--- config.mk ---
export PLATFORM = sky130hd
export DESIGN_NAME = ps2_host_tx_flat
export DESIGN_NICKNAME = d
export VERILOG_FILES = /design/src/rtl/ps2_pkg.sv /design/src/rtl/ps2_host_tx_if.sv /design/src/rtl/ps2_line_sync.sv /design/src/rtl/ps2_host_tx.sv /design/src/flat_wrapper.sv
export SDC_FILE = /design/constraint.sdc
export NUM_CORES = 1
export LEC_CHECK = 0
export CAP_MARGIN = 20
export CORE_ASPECT_RATIO = 0.75
export CORE_UTILIZATION = 40
export CTS_BUF_LIST = sky130_fd_sc_hd__clkbuf_8
export DETAILED_ROUTE_END_ITERATION = 7
export PLACE_DENSITY_LB_ADDON = 0.08
export RECOVER_POWER = 25
export SYNTH_ARGS = -nofsm -noshare
export SYNTH_HDL_FRONTEND = slang
export SYNTH_HIERARCHICAL = 1
export SYNTH_SLANG_ARGS = --single-unit
--- constraint.sdc ---
create_clock -name clk_in -period 2.57 [get_ports clk_in]
set_input_delay 0.3855 -clock clk_in [delete_from_list [all_inputs] [get_ports clk_in]]
set_output_delay 0.3855 -clock clk_in [all_outputs]
set_load 0.1 [all_outputs]
--- src/rtl/ps2_pkg.sv ---
// Shared PS/2 definitions: host-transmit FSM states and common command bytes.
package ps2_pkg;

  typedef enum logic [2:0] {
    StIdle,
    StInhibit,
    StRequest,
    StSend,
    StAck,
    StRelease
  } ps2_state_e;

  localparam logic [7:0] CMD_SET_LED = 8'hED;
  localparam logic [7:0] CMD_ECHO    = 8'hEE;
  localparam logic [7:0] CMD_ENABLE  = 8'hF4;
  localparam logic [7:0] CMD_RESET   = 8'hFF;

  // PS/2 frames carry odd parity: data bits plus parity bit hold an odd count of ones.
  function automatic logic odd_parity(input logic [7:0] d);
    return ~^d;
  endfunction

endpackage

--- src/rtl/ps2_host_tx_if.sv ---
// Command-byte handshake between a client and the PS/2 host transmitter.
interface ps2_host_tx_if;
  logic [7:0] tx_data;
  logic       tx_valid;
  logic       tx_ready;

  modport master (output tx_data, output tx_valid, input tx_ready);
  modport slave  (input tx_data, input tx_valid, output tx_ready);
endinterface

--- src/rtl/ps2_line_sync.sv ---
// Two-flop synchronizer for the PS/2 clock and data lines plus clock fall detection.
module ps2_line_sync (
  input  logic clk_i,
  input  logic rst_i,
  input  logic clock_i,
  input  logic data_i,
  output logic clock_o,
  output logic data_o,
  output logic clock_fall_o
);

  logic clk_meta_q, clk_sync_q, clk_prev_q;
  logic dat_meta_q, dat_sync_q;

  // Sync stages reset to 1, the idle level of an open-collector line.
  always_ff @(posedge clk_i) begin
    if (rst_i) begin
      clk_meta_q <= 1'b1;
      clk_sync_q <= 1'b1;
      clk_prev_q <= 1'b1;
      dat_meta_q <= 1'b1;
      dat_sync_q <= 1'b1;
    end else begin
      clk_meta_q <= clock_i;
      clk_sync_q <= clk_meta_q;
      clk_prev_q <= clk_sync_q;
      dat_meta_q <= data_i;
      dat_sync_q <= dat_meta_q;
    end
  end

  // A fall is the synced clock going from 1 on the previous cycle to 0 now.
  always_comb begin
    clock_o      = clk_sync_q;
    data_o       = dat_sync_q;
    clock_fall_o = clk_prev_q & ~clk_sync_q;
  end

endmodule

--- src/rtl/ps2_host_tx.sv ---
// PS/2 host-to-device command transmitter: inhibit, request-to-send, 10 bits, ACK, release.
module ps2_host_tx
  import ps2_pkg::*;
#(
  parameter int unsigned INHIBIT_CYCLES = 12000,
  parameter int unsigned TIMEOUT_CYCLES = 2000000
) (
  input  logic           clk_in,
  input  logic           reset,
  ps2_host_tx_if.slave   tx_if,
  input  logic           ps2_clock_in,
  input  logic           ps2_data_in,
  output logic           ps2_clock_oe,
  output logic           ps2_data_oe,
  output logic           busy,
  output logic           done,
  output logic           ack_ok,
  output logic           error
);

  localparam int unsigned InhW = ($clog2(INHIBIT_CYCLES) > 0) ? $clog2(INHIBIT_CYCLES) : 1;
  localparam int unsigned TmoW = ($clog2(TIMEOUT_CYCLES) > 0) ? $clog2(TIMEOUT_CYCLES) : 1;

  ps2_state_e      state_q, state_d;
  logic [3:0]      bit_idx_q, bit_idx_d;
  logic [7:0]      data_q, data_d;
  logic            parity_q, parity_d;
  logic [InhW-1:0] inhibit_cnt_q, inhibit_cnt_d;
  logic [TmoW-1:0] timeout_cnt_q, timeout_cnt_d;
  logic            clock_oe_q, clock_oe_d;
  logic            data_oe_q, data_oe_d;
  logic            ack_ok_q, ack_ok_d;
  logic            done_q, done_d;

  logic            clk_sync, dat_sync, clk_fall;
  logic            timeout_hit;
  logic [2:0]      bit_sel;

  ps2_line_sync u_sync (
    .clk_i        (clk_in),
    .rst_i        (reset),
    .clock_i      (ps2_clock_in),
    .data_i       (ps2_data_in),
    .clock_o      (clk_sync),
    .data_o       (dat_sync),
    .clock_fall_o (clk_fall)
  );

  assign bit_sel = bit_idx_q[2:0];

  // Timeout fires in the cycle the count since the last fall reaches TIMEOUT_CYCLES.
  assign timeout_hit = ((state_q == StSend) || (state_q == StAck) || (state_q == StRelease)) &&
                       (timeout_cnt_q == TmoW'(TIMEOUT_CYCLES - 1));

  // Next-state and next-output logic for the transmit FSM.
  always_comb begin
    state_d       = state_q;
    bit_idx_d     = bit_idx_q;
    data_d        = data_q;
    parity_d      = parity_q;
    inhibit_cnt_d = inhibit_cnt_q;
    timeout_cnt_d = timeout_cnt_q;
    clock_oe_d    = clock_oe_q;
    data_oe_d     = data_oe_q;
    ack_ok_d      = ack_ok_q;
    done_d        = 1'b0;

    unique case (state_q)
      StIdle: begin
        if (tx_if.tx_valid) begin
          data_d        = tx_if.tx_data;
          parity_d      = odd_parity(tx_if.tx_data);
          ack_ok_d      = 1'b0;
          inhibit_cnt_d = '0;
          clock_oe_d    = 1'b1;
          data_oe_d     = 1'b0;
          state_d       = StInhibit;
        end
      end
      StInhibit: begin
        if (inhibit_cnt_q == InhW'(INHIBIT_CYCLES - 1)) begin
          data_oe_d = 1'b1;
          state_d   = StRequest;
        end else begin
          inhibit_cnt_d = inhibit_cnt_q + 1'b1;
        end
      end
      StRequest: begin
        // Release the clock with data still low: that is the start bit.
        clock_oe_d    = 1'b0;
        bit_idx_d     = '0;
        timeout_cnt_d = '0;
        state_d       = StSend;
      end
      StSend: begin
        timeout_cnt_d = timeout_cnt_q + 1'b1;
        if (clk_fall) begin
          timeout_cnt_d = '0;
          bit_idx_d     = bit_idx_q + 1'b1;
          if (bit_idx_q < 4'd8) begin
            data_oe_d = ~data_q[bit_sel];
          end else if (bit_idx_q == 4'd8) begin
            data_oe_d = ~parity_q;
          end else begin
            data_oe_d = 1'b0;
            state_d   = StAck;
          end
        end
      end
      StAck: begin
        timeout_cnt_d = timeout_cnt_q + 1'b1;
        if (clk_fall) begin
          timeout_cnt_d = '0;
          ack_ok_d      = ~dat_sync;
          state_d       = StRelease;
        end
      end
      StRelease: begin
        timeout_cnt_d = timeout_cnt_q + 1'b1;
        if (clk_sync && dat_sync) begin
          done_d  = 1'b1;
          state_d = StIdle;
        end
      end
      default: state_d = StIdle;
    endcase

    if (timeout_hit) begin
      state_d    = StIdle;
      clock_oe_d = 1'b0;
      data_oe_d  = 1'b0;
      done_d     = 1'b0;
    end
  end

  // State and datapath registers with synchronous reset.
  always_ff @(posedge clk_in) begin
    if (reset) begin
      state_q       <= StIdle;
      bit_idx_q     <= '0;
      data_q        <= '0;
      parity_q      <= 1'b0;
      inhibit_cnt_q <= '0;
      timeout_cnt_q <= '0;
      clock_oe_q    <= 1'b0;
      data_oe_q     <= 1'b0;
      ack_ok_q      <= 1'b0;
      done_q        <= 1'b0;
    end else begin
      state_q       <= state_d;
      bit_idx_q     <= bit_idx_d;
      data_q        <= data_d;
      parity_q      <= parity_d;
      inhibit_cnt_q <= inhibit_cnt_d;
      timeout_cnt_q <= timeout_cnt_d;
      clock_oe_q    <= clock_oe_d;
      data_oe_q     <= data_oe_d;
      ack_ok_q      <= ack_ok_d;
      done_q        <= done_d;
    end
  end

  assign tx_if.tx_ready = (state_q == StIdle);
  assign busy           = (state_q != StIdle);
  assign ps2_clock_oe   = clock_oe_q;
  assign ps2_data_oe    = data_oe_q;
  assign done           = done_q;
  assign ack_ok         = ack_ok_q;
  assign error          = timeout_hit;

endmodule

--- src/flat_wrapper.sv ---
// flat-port wrapper written by rule: the top's interface ports become plain ports
module ps2_host_tx_flat import ps2_pkg::*;
#(
  parameter int unsigned INHIBIT_CYCLES = 12000,
  parameter int unsigned TIMEOUT_CYCLES = 2000000
)
  (clk_in, reset, ps2_clock_in, ps2_data_in, ps2_clock_oe, ps2_data_oe, busy, done, ack_ok, error, tx_if_tx_data, tx_if_tx_valid, tx_if_tx_ready);
  ps2_host_tx_if tx_if_i ();
  input  logic clk_in;
  input  logic reset;
  input  logic ps2_clock_in;
  input  logic ps2_data_in;
  output logic ps2_clock_oe;
  output logic ps2_data_oe;
  output logic busy;
  output logic done;
  output logic ack_ok;
  output logic error;
  input wire logic [$bits(tx_if_i.tx_data)-1:0] tx_if_tx_data;
  input wire logic [$bits(tx_if_i.tx_valid)-1:0] tx_if_tx_valid;
  output wire logic [$bits(tx_if_i.tx_ready)-1:0] tx_if_tx_ready;
  assign tx_if_i.tx_data = tx_if_tx_data;
  assign tx_if_i.tx_valid = tx_if_tx_valid;
  assign tx_if_tx_ready = tx_if_i.tx_ready;
  ps2_host_tx #(.INHIBIT_CYCLES(INHIBIT_CYCLES), .TIMEOUT_CYCLES(TIMEOUT_CYCLES)) u_core (.clk_in(clk_in), .reset(reset), .tx_if(tx_if_i), .ps2_clock_in(ps2_clock_in), .ps2_data_in(ps2_data_in), .ps2_clock_oe(ps2_clock_oe), .ps2_data_oe(ps2_data_oe), .busy(busy), .done(done), .ack_ok(ack_ok), .error(error));
endmodule
==> qor.csv <==
stage,metric,value,unit
routing,via_count,2453,
floorplanning,start_util,42.3,%
setup_path,required,2.18,ns
timing,finalSetupTns,0,ns
logic_synthesis,synth_seq_cells,60,
timing,setup_viol,0,
cts,cts_sinks,60,
cts,insertion_delay,0.35,ns
pwr,p_total,2.04,mW
logic_synthesis,yosys-top-cells-count,"60 x dfxtp_1, 46 x nor2_1, 34 x nand2_1, 23 x xnor2_1, 20 x a21oi_1",
logic_synthesis,syn_area,2960,µm²
timing,period_needed,2.40,ns
logic_synthesis,synth_cell_types,50,
layout,fill_cells,677,
logic_synthesis,synth_top_flop_cell,dfxtp_1,
routing,drtIter0Drc,96,
routing,drc,0,
timing,period_share,93.3,%
grt,grt_pass1_vias,2256,
setup_path,path_class,flip-flop to output pin,
logic_synthesis,seq_area_frac_synth,40.6,%
timing,maxSlewHeadroom,22.7,%
setup_path,crit_fanout,4,
placement,gp_congestion,0.737,
routing,dr.pass1.iters,5,
setup_path,worst_setup_path_start_kind,flip-flop,
logic_synthesis,synth.area.top_cells,"dfxtp_1 41%, xnor2_1 6.8%, nor2_1 5.8%",
floorplanning,fp-row-count,26,
grt,grt.total_usage,17.9,%
hold_path,hp-class,flip-flop to flip-flop,
pwr,ir_drop,0.000317,V
cts,cts_setup_buffers,0,
cts,clk_pin_slew,0.07,ns
placement,dp_slack,0.461,ns
timing,timing.final.ws_setup,0.173,ns
grt,grt_max_degree,21,
layout,drive_gt1_share,9.79,%
cts,numCtsBuffers,9,
routing,wl,6200,µm
logic_synthesis,synth-edff-count,0,
job,maxCapViolCount,0,
logic_synthesis,synth_top_area_cell,dfxtp_1,
cts,root_buffer,clkbuf_8,
grt,grt_pass1_wl,10700,µm
pwr,power.leakage,1.21,nW
logic_synthesis,syn_inst,350,
routing,detail-route-antenna-nets,0,
layout,utilization,49.8,%
timing,rsz0062_at_grt,no,
setup_path,arrival,2.01,ns
grt,grt_antenna_before_repair,0,
routing,vias_per_cell,5.15,
timing,slew_violations,0,
cts,h-tree-depth,3,
placement,port_buffers,19,
floorplanning,coreArea,6990,µm²
logic_synthesis,synth_area_per_cell,8.46,µm²
logic_synthesis,synth.top_cell.area_share,40.6,%
floorplanning,io-pin-count,20,
floorplanning,die-area,7760,µm²
setup_path,cp-end-kind,output pin,
logic_synthesis,syn_nets,367,
routing,post_drt_wl_per_cell,13.0,µm
logic_synthesis,async_flop_share,0,%
floorplanning,fp.dieW,101,µm
layout,synthToLayoutAreaGrowth,17.5,%
cts,cts_tree,yes,
status,status,completed,
logic_synthesis,yosysMostFrequentCell,dfxtp_1,
grt,grt_overflow_total,0,
placement,dpl.hpwl,4420,µm
timing,max_freq,417,MHz
timing,tightest_slew,1.16,ns
layout,nets,390,
floorplanning,die_h,76.5,µm
logic_synthesis,yosysWarningCount,6,
cts,clock_path_buffers,2,
timing,hold_viol,0,
timing,finClkSkew,0.00760,ns
pwr,power_density,585,nW/µm²
layout,diodes,0,
timing,hold_ws,0.407,ns
==> worst max-delay path: stages, from the launching register on <==
cell and delay [ns]:
dfxtp_1 0.40, or4b_1 0.47, nor4_2 0.22, nor3b_4 0.36, buf_12 0.22
==> cell type report <==
cell class | instances | area (µm²) | share of cell area, %
Sequential cell | 60 | 1200 | 34.5
Tap cell | 98 | 123 | 3.52
Inverter | 8 | 30.0 | 0.863
Timing Repair Buffer | 28 | 235 | 6.76
Multi-Input combinational cell | 266 | 1680 | 48.3
Clock buffer | 10 | 138 | 3.95
Clock inverter | 6 | 71.3 | 2.05
==> sequential cells by signal, indices dropped and copies added, names as in the netlist, 3 cells and up <==
signal                cells
u_core/state_q            3
u_core/data_q             8
u_core/timeout_cnt_q     21
u_core/inhibit_cnt_q     14
u_core/bit_idx_q          4
==> per-layer routing <==
layer / track usage [%] / vias up / routed length, µm
met5: 0 / - / 0
met4: 6.23 / 0 / 93
met3: 7.25 / 8 / 292
li1: - / 1259 / -
met1: 24.6 / 1144 / 3220
met2: 25.0 / 42 / 2590
==> cells in the final DEF (no fill, tap or decap), types with 4 or more instances in the layout <==
cell / Yosys / layout
a21oi_1: 20 / 20
clkdlybuf4s50_1: 0 / 11
nand2b_1: 7 / 7
nor3_1: 14 / 14
and2_1: 6 / 5
dfxtp_1: 60 / 60
clkbuf_1: 15 / 8
xnor2_1: 23 / 23
o21ai_0: 9 / 9
xor2_1: 11 / 11
nand4_1: 10 / 10
buf_4: 0 / 6
nand3_1: 15 / 15
or2_1: 6 / 6
a31oi_1: 5 / 5
and3_1: 4 / 4
ha_1: 4 / 4
mux2i_1: 6 / 6
inv_1: 8 / 8
nor2_1: 46 / 46
nor2b_1: 4 / 4
clkbuf_8: 0 / 10
nand2_1: 34 / 34
==> kinds of logic after synthesis <==
kind of cell	count (synthesis)	synth area share, %
and+or+nand+nor	170	30.3
DFF	60	40.6
AOI/OAI and AO/OA	48	9.76
xor gates and xnor gates	35	10.6
buffers and inverters	24	3.04
muxes	9	4.06
adders and majority gates	4	1.69
==> repair_timing <==
| action | 4_1_cts | 5_1_grt |
|---|---|---|
| hold buffers | 0 | 0 |
| gates resized for setup | 0 | 1 |
| setup endpoints to repair | 0 | 1 |
==> path summary, 6_finish.rpt <==
| path | from | endpoint | slack [ns] | cells after the start |
|---|---|---|---|---|
| max | u_core/timeout_cnt_q[15] | error | 0.17 | 4 |
| min | u_core/u_sync/dat_meta_q | u_core/u_sync/data_o | 0.41 | 1 |
| max reg2reg | u_core/inhibit_cnt_q[0] | u_core/inhibit_cnt_q[0] | 0.54 | 6 |
| min reg2reg | u_core/u_sync/dat_meta_q | u_core/u_sync/data_o | 0.41 | 1 |
==> where the power goes <==
| group | switching [mW] | internal (mW) | total, mW |
|---|---|---|---|
| logic | 0.116 | 0.0726 | 0.188 |
| clock network | 0.401 | 0.482 | 0.883 |
| registers | 0.0163 | 0.948 | 0.965 |
| total | 0.534 | 1.50 | 2.04 |
==> through the flow <==
| stage | cells | area (µm²) |
|---|---|---|
| after floorplan | 350 | 2980 |
| after global placement | 460 | 3310 |
| after detailed placement | 460 | 3310 |
| after CTS | 476 | 3520 |
| after global routing | 476 | 3480 |
| final | 476 | 3480 |
Power figures use the tool's default switching activity.
